<file path="src/rtl/sipo_pkg.sv">
// Shared types and helpers for the SIPO capture register.
// Counter width, FSM states and default bit order.
package sipo_pkg;

  localparam int WIDTH_DEFAULT     = 8;
  localparam bit MSB_FIRST_DEFAULT = 1'b1;

  function automatic int cnt_width(input int w);
    return ($clog2(w) < 1) ? 1 : $clog2(w);
  endfunction

  typedef logic [cnt_width(WIDTH_DEFAULT)-1:0] cnt_t;

  typedef enum logic {
    ST_IDLE = 1'b0,
    ST_RECV = 1'b1
  } st_t;

endpackage

</file>
<file path="src/rtl/sipo_bit_counter.sv">
// Bit counter for the SIPO capture register.
// Tracks word position, handles sync and flags completion.
module sipo_bit_counter
  import sipo_pkg::*;
#(
  parameter int WIDTH = WIDTH_DEFAULT
) (
  input  logic                        clk,
  input  logic                        rst_n,
  input  logic                        i_shift_en,
  input  logic                        i_sync,
  output logic [cnt_width(WIDTH)-1:0] o_cnt,
  output logic                        o_done,
  output logic                        o_busy
);

  localparam int CW = cnt_width(WIDTH);
  typedef logic [CW-1:0] lcnt_t;
  localparam lcnt_t LAST = lcnt_t'(WIDTH - 1);

  lcnt_t r_cnt;
  st_t   r_st;
  lcnt_t w_eff;
  lcnt_t w_cnt_nxt;
  st_t   w_st_nxt;
  logic  w_done;

  always_ff @(posedge clk) begin
    if (!rst_n) begin
      r_cnt <= '0;
      r_st  <= ST_IDLE;
    end else begin
      r_cnt <= w_cnt_nxt;
      r_st  <= w_st_nxt;
    end
  end

  // A sync with a shift makes the current bit position zero.
  always_comb begin
    w_eff     = (i_sync && i_shift_en) ? '0 : r_cnt;
    w_done    = i_shift_en && (w_eff == LAST);
    w_cnt_nxt = r_cnt;
    if (i_shift_en)
      w_cnt_nxt = w_done ? '0 : w_eff + lcnt_t'(1);
    else if (i_sync)
      w_cnt_nxt = '0;
    w_st_nxt = (w_cnt_nxt != '0) ? ST_RECV : ST_IDLE;
  end

  assign o_cnt  = r_cnt;
  assign o_done = w_done;
  assign o_busy = (r_st == ST_RECV);

endmodule

</file>
<file path="src/rtl/sipo_capture_register.sv">
// Serial-in parallel-out capture register with valid/ack
// handoff, sticky overrun and a registered cascade output.
module sipo_capture_register
  import sipo_pkg::*;
#(
  parameter int WIDTH     = WIDTH_DEFAULT,
  parameter bit MSB_FIRST = MSB_FIRST_DEFAULT
) (
  input  logic             cp,
  input  logic             mr_n,
  input  logic             ds,
  input  logic             shift_en,
  input  logic             sync,
  output logic [WIDTH-1:0] q,
  output logic             q_valid,
  input  logic             q_ack,
  output logic             overrun,
  input  logic             clr_ovr,
  output logic             busy,
  output logic             qs
);

  logic [WIDTH-1:0]            r_sreg;
  logic [WIDTH-1:0]            r_q;
  logic                        r_valid;
  logic                        r_ovr;
  logic                        r_qs;
  logic [WIDTH-1:0]            w_sreg_nxt;
  logic                        w_qs_nxt;
  logic [cnt_width(WIDTH)-1:0] w_cnt;
  logic                        w_done;
  logic                        w_busy;
  logic                        w_load;
  logic                        w_drop;

  sipo_bit_counter #(
    .WIDTH(WIDTH)
  ) u_cnt (
    .clk       (cp),
    .rst_n     (mr_n),
    .i_shift_en(shift_en),
    .i_sync    (sync),
    .o_cnt     (w_cnt),
    .o_done    (w_done),
    .o_busy    (w_busy)
  );

  generate
    if (WIDTH == 1) begin : g_w1
      assign w_sreg_nxt = ds;
      assign w_qs_nxt   = r_sreg[0];
    end else if (MSB_FIRST) begin : g_msb
      assign w_sreg_nxt = {r_sreg[WIDTH-2:0], ds};
      assign w_qs_nxt   = r_sreg[WIDTH-1];
    end else begin : g_lsb
      assign w_sreg_nxt = {ds, r_sreg[WIDTH-1:1]};
      assign w_qs_nxt   = r_sreg[0];
    end
  endgenerate

  // A pending word may be replaced only if it is acked now.
  assign w_load = w_done && (!r_valid || q_ack);
  assign w_drop = w_done && r_valid && !q_ack;

  always_ff @(posedge cp) begin
    if (!mr_n) begin
      r_sreg  <= '0;
      r_q     <= '0;
      r_valid <= 1'b0;
      r_ovr   <= 1'b0;
      r_qs    <= 1'b0;
    end else begin
      if (shift_en) begin
        r_sreg <= w_sreg_nxt;
        r_qs   <= w_qs_nxt;
      end
      if (w_load) begin
        r_q     <= w_sreg_nxt;
        r_valid <= 1'b1;
      end else if (q_ack && !w_done) begin
        r_valid <= 1'b0;
      end
      r_ovr <= w_drop | (r_ovr & ~clr_ovr);
    end
  end

  assign q       = r_q;
  assign q_valid = r_valid;
  assign overrun = r_ovr;
  assign busy    = w_busy;
  assign qs      = r_qs;

  logic w_unused;
  assign w_unused = ^w_cnt;

endmodule

</file>
<file path="config.mk">
export PLATFORM = sky130hd
export DESIGN_NAME = sipo_capture_register
export DESIGN_NICKNAME = d
export VERILOG_FILES = /design/src/rtl/sipo_pkg.sv /design/src/rtl/sipo_bit_counter.sv /design/src/rtl/sipo_capture_register.sv
export SDC_FILE = /design/constraint.sdc
export NUM_CORES = 1
export LEC_CHECK = 0
export CAP_MARGIN = 20
export CORE_ASPECT_RATIO = 0.8
export CORE_UTILIZATION = 43
export DETAILED_ROUTE_END_ITERATION = 12
export PLACE_DENSITY = 0.84
export SYNTH_ARGS = -nofsm -noshare
export SYNTH_HDL_FRONTEND = slang
export SYNTH_SLANG_ARGS = --single-unit
export TNS_END_PERCENT = 30
</file>
<file path="constraint.sdc">
create_clock -name cp -period 2 [get_ports cp]
set_input_delay 0.4 -clock cp [delete_from_list [all_inputs] [get_ports cp]]
set_output_delay 0.4 -clock cp [all_outputs]
set_load 0.05 [all_outputs]
</file>
==> summary.md <==
| Metric | Value |
|---|---|
| Seq pwr share | 64.2% |
| Adder-Cell Fraction of Synth Area | 2.75% |
| Clock latency on the worst-skew pair | 0.30 ns |
| H-Tree Depth | 1 |
| XOR/XNOR Fraction of Synth Area | 0% |
| Peak VDD IR | 481 uV |
| Gate power share | 8.2% |
| Synthesized area | 910 um2 |
| Top-Level Pins | 19 |
| Maximum fanout along the worst path | 3 |
| Largest family of logic cells by synthesized area | simple AND/OR/NAND/NOR gates |
| Net Sw Power | 158 uW |
| Yosys reg bits | 23 |
| Final setup skew | 0.00415 ns |
| Crit path buffers/inverters | 1 |
| CTS Buf Count | 3 |
| Die H | 43.1 um |
| Setup crit start kind | input pin |
| Nets@finish | 126 |
| Switching Fraction | 21.7% |
| Mux cell area share after synthesis | 9.90% |
| R2R Path End | u_cnt.o_busy$_SDFF_PN0_ |
| Crit end category | flop |
| Post_cts resized | 0 |
| Clk pwr share | 27.6% |
| Slew at the pin with the worst max-slew slack | 0.598 ns |
| # setup viols final | 0 |
| Sequential-to-total area share from yosys stat | 50.6% |
| Synth Net Count | 106 |
| Pins Over Slew Limit | 0 |
| DR pass1 iterations | 6 |
| All-Layer GR Usage | 16.7% |
| Port bufs | 18 |
| Post CTS Setup Buffer Count | 0 |
| Largest net degree at the start of global routing | 20 |
| Compound-cell area share of the yosys netlist | 13.5% |
| First-pass GRT wire length | 2730 um |
| Worst Path Required | 2.20 ns |
| CTS clk-pin slew, worst paths | 0.11 ns |
| Most frequent cells in the layout | 23 x dfxtp_1, 18 x clkdlybuf4s50_1, 11 x nor2_1 |
| Clock sink count | 23 |
| Max Clock Freq | 0.520 GHz |
| Worst reg-to-reg setup slack | 0.41 ns |
| Gpl congestion | 0.742 |
| Hold Fails Final Rpt | 0 |
| Tmin final | 1.92 ns |
| Commonest non-fill, non-tap cell in the layout | dfxtp_1 |
| Synth Area in Simple Gates | 18.7% |
| Layout area overhead | 24.8% |
| Status | finished clean |
| Setup TNS after final layout | 0 ns |
| CORE AREA | 1930 um2 |
| Leak | 0.000440 uW |
| Total grt overflow | 0 |
| Crit path top cell by count | ha_1 |
| CP max-delay cell | clkdlybuf4s50_1 |
| ANT nets after route | 0 |
| Worst hold slack | 0.482 ns |
| R2R Path Start | u_cnt.o_cnt[0]$_SDFF_PN0_ |
| Initial antenna violation count | 0 |
| Clock buffer depth | 2 |
| Kind of critical path | in2reg |
| Max Cap Viol | 0 |
| Share of cells above drive strength 1 | 5.17% |
| Syn avg cell area | 9.38 um2 |
| Pint | 572 uW |
| Vias in the first global route | 617 |
| Pwr dens | 643 nW/um2 |
| CP arrival | 2.13 ns |
| DRC Markers | 0 |
| FF-to-FF path depth | 5 |
| Fillers | 182 |
| CTS tree | built |
| Post-Place Cells | 136 |
| Synth warn | 0 |
| Stages on worst setup path | 7 |
| Chip width | 53.4 um |
| Crit path from | shift_en |
| WL final | 1590 um |
| DR WL/cell | 11.4 um |
| Die Footprint | 2300 um2 |
| Finished Layout Cells | 140 |
| Class of the worst hold path | reg2reg |
| DP HPWL | 1150 um |
| Syn Inst Count | 97 |
| RSZ-0062 raised after global routing | no |
| Number of core rows | 14 |
| Vias | 698 |
| CTS Hold Bufs | 0 |
| Initial Util | 47.2% |
| Vias per cell | 4.99 |
| Cells along the critical path | clkdlybuf4s50_1 -> nand2_1 -> and2_1 -> ha_1 -> ha_1 -> a32o_1 -> a211o_1 |
| Design Area, Final | 1130 um2 |
| Delay-heaviest family, CP | compound AO/OA/AOI/OAI gates |
| N_diodes | 0 |
| Fin crit share | 96.2% |
| Crit path largest cell delay | 0.48 ns |
| Multi-input gate area | 408 um2 |
| Register area | 460 um2 |
| Synth cell types | 21 |
| Cell Area, Placed | 1110 um2 |
| Worst Setup EP | u_cnt.o_busy$_SDFF_PN0_ |
| Headroom to the max-slew limit | 60.1% |
| Clock tree root buffer cell | clkbuf_4 |
| Drt initial violations | 13 |
registers in the layout (all words and copies together) (netlist names):
name,count
r_sreg,8
qs,1
q,8
q_valid,1
overrun,1
u_cnt.o_busy,1
u_cnt.o_cnt,3
worst min-delay path by stage:
| stage | end | start | cells after the start |
|---|---|---|---|
| 2_1_floorplan | q[1]$_SDFFE_PN0P_ | r_sreg[0]$_SDFFE_PN0P_ | 2 |
| 3_3_place_gp | q[4]$_SDFFE_PN0P_ | q[4]$_SDFFE_PN0P_ | 2 |
| 4_1_cts | q[6]$_SDFFE_PN0P_ | q[6]$_SDFFE_PN0P_ | 2 |
| 5_1_grt | q[0]$_SDFFE_PN0P_ | q[0]$_SDFFE_PN0P_ | 2 |
| 3_5_place_dp | q[6]$_SDFFE_PN0P_ | q[6]$_SDFFE_PN0P_ | 2 |
| 6_report | q[5]$_SDFFE_PN0P_ | q[5]$_SDFFE_PN0P_ | 2 |
cells in the mapped netlist:
master,n,share of area [%]
a21oi_1,10,5.5
mux2i_1,9,9.9
a32o_1,1,1.1
inv_1,1,0.41
nand2_1,3,1.2
nor2b_1,3,2.1
nor2_1,11,4.5
ha_1,2,2.8
buf_2,3,1.7
o21ai_0,9,5.0
buf_6,1,1.2
a211o_1,1,0.96
and2_1,5,3.4
a31o_1,1,0.96
clkbuf_1,2,0.83
nand4bb_1,1,1.2
nand3_1,8,4.4
clkinv_1,1,0.41
nand2b_1,1,0.69
dfxtp_1,23,51
and4b_1,1,1.1
metal layers:
| layer | up-vias | share of wire (%) | global-route usage, % |
|---|---|---|---|
| li1 | 372 | - | - |
| met1 | 315 | 53 | 24.2 |
| met2 | 9 | 43 | 22.5 |
| met3 | 2 | 3.6 | 6.45 |
| met4 | 0 | 0.57 | 4.74 |
| met5 | - | 0 | 0 |
cell families after synthesis:
family / after synthesis
flip-flops: 23
adder cells (fa/ha/maj): 2
buffers and inverters: 8
AND/OR/NAND/NOR: 33
multiplexers: 9
AO/OA/AOI/OAI: 22
layout make-up:
class	instances	area share [%]
Sequential cell	23	40.6
Multi-Input combinational cell	66	35.9
Timing Repair Buffer	21	17.9
Tap cell	24	2.65
Clock buffer	4	2.32
Inverter	2	0.662
tightest hold or removal path, stage by stage (launching register included):
cell and delay (ns):
dfxtp_1 0.32, o21ai_0 0.06, a21oi_1 0.06
stage by stage:
| stage | total power [uW] | util, % | worst slack, ns |
|---|---|---|---|
| floorplan | 514 | - | 0.00701 |
| global placement | 537 | 57.5 | -0.209 |
| detailed placement | 539 | 57.5 | -0.267 |
| CTS | 740 | 58.9 | 0.0667 |
| global route | 764 | 58.9 | 0.0299 |
| finish | 730 | 58.9 | 0.0753 |
power groups by stage:
stage	Combinational [uW]	Clock, uW	Sequential [uW]
detailed placement	59.8	0	479
finish	59.6	202	469
CTS	60.1	211	469
global route	65.2	229	470
global placement	58.3	0	479
floorplan	28.9	0	485
Power figures use the tool's default switching activity.
==> RTL edit (config.mk and constraints unchanged) <==
Set the package constant `WIDTH_DEFAULT` to 6 (it was 8).
--- a/src/rtl/sipo_pkg.sv
+++ b/src/rtl/sipo_pkg.sv
@@ -2,7 +2,7 @@
 // Counter width, FSM states and default bit order.
 package sipo_pkg;
 
-  localparam int WIDTH_DEFAULT     = 8;
+  localparam int WIDTH_DEFAULT     = 6;
   localparam bit MSB_FIRST_DEFAULT = 1'b1;
 
   function automatic int cnt_width(input int w);
Interface: changed (resized q); port bits go from 19 to 17. No check against the original RTL was run, so the function may have changed too.
==> RTL edit against the original RTL <==
- wire length is 8.0% lower
- via count fell by 9.3%
- sequential cell count down 4
- register-to-register slack improved by 0.19 ns
- synthesized area shrank 12%
- cell count fell by 10%
- critical endpoint is now q[0]
- non-clock buffer count did not move
- total power is 11% lower
- critical path type is now flip-flop to output port
- setup slack gained 0.069 ns
- design area shrank 8.3%
==> RTL edit: results (changes against the original RTL) <==
The switching fraction of total power was 0.246 (+0.0296). The run gives 671 µm (-20%) as the met1 wire length. The port buffer count works out to 16 (-2).

Dominant delay contributor by cell family on the critical path: buffers and inverters. The iteration-0 DRC count of the detailed router is 5 (-8), and the iteration count of the initial detailed-routing pass is 4 (-2). The worst setup skew after layout is 0.00458 ns (+0.000432 ns), and the sequential cell area fraction in the yosys report is 0.473 (-0.0334).

The post-synthesis cell type count was 25 (+19%). Hold path startpoint: q[1]. Depth of the worst register-to-register path: 6 (+1). The tools report the total met2 wirelength after detailed routing as 678 µm (-1.2%).

The number of global-route vias before repair is 600 (-2.8%). The adder-cell share of the synthesized area came out at 0.0311 (+0.00359). The overall track demand over capacity in global routing is 0.171 (+0.00476), and the maximum single-stage delay on the critical path is 0.80 ns (+0.32 ns). The count of fill cells added during filler insertion is 169 (-7.1%), and the met2 layer usage reported by global route is 0.283 (+0.0583). Slew at the pin with the worst max-slew slack: 0.516 ns (-0.0820 ns). By area the synthesized netlist is led by sky130_fd_sc_hd__dfxtp_1 47%, sky130_fd_sc_hd__mux2i_1 16%, sky130_fd_sc_hd__nand2_1 6.5%, sky130_fd_sc_hd__nor2_1 4.7%, sky130_fd_sc_hd__ha_1 3.1%. The flow ran to the end, and the final reports show no timing, DRC or antenna violations. For the global routing usage on met3, the log shows 0.0815 (+0.0170). The run gives 0.60 ns (+0.19 ns) as the slack of the worst reg-to-reg path. The routed wire length on met3 was 98 µm (+72%). The share of cells above drive strength 1 is 0.125 (+0.0733), and the cell count after synthesis is 83 (-14%).

The average vias per placed instance is 5.02 (+0.76%), and the worst-case setup slack after placement is -0.0798 ns (+0.187 ns). The tools report the final weighted congestion in routability-driven placement as 0.796 (+7.3%). The run gives 1.46 ns (-0.67 ns) as the arrival time reported for the critical path endpoint. The most critical setup path has its endpoint at q[0].

The detailed-placement wirelength estimate was 1.08 mm (-5.6%). The worst hold path terminates at q[1]. The most critical setup path has its startpoint at q[0]. The portion of netlist area occupied by mux cells was 0.162 (+0.0627); the highest ir drop seen on vdd was 0.648 mV (+35%). The placed cell count is 122 (-10%), and the synthesized-area fraction occupied by ao, oa, aoi and oai cells is 0.0544 (-0.0804).

The routed wire length per instance was 11.6 µm (+2.2%); the routed wire length was 1.46 mm (-8.0%).
## RTL edit: changes by cell type after synthesis, sizes merged, moves of 2 or more
cell / delta
inv: +2
nor2b: -2
dfxtp: -4
o21ai: -8
mux2i: +4
and2b: +2
a21oi: -9
clkbuf: -2
nand3: -8
and2: -2
nand2: +11
## RTL edit: final cells by class
class                      instances  area [µm²]  share of cell area
clock inverter                     1        5.00             0.00481
tap                               22        27.5              0.0264
multi-input combinational         56         380               0.365
sequential                        19         380               0.365
inverter                           4        15.0              0.0144
clock buffer                       3        22.5              0.0216
timing repair buffer              21         210               0.202
## RTL edit: power by group through the flow
stage / combinational, mW / sequential, mW / clock [mW]
finish: 0.0672 / 0.389 / 0.196
global route: 0.0727 / 0.390 / 0.215
CTS: 0.0673 / 0.389 / 0.204
detailed placement: 0.0670 / 0.398 / 0
global placement: 0.0653 / 0.398 / 0
floorplan: 0.0324 / 0.405 / 0
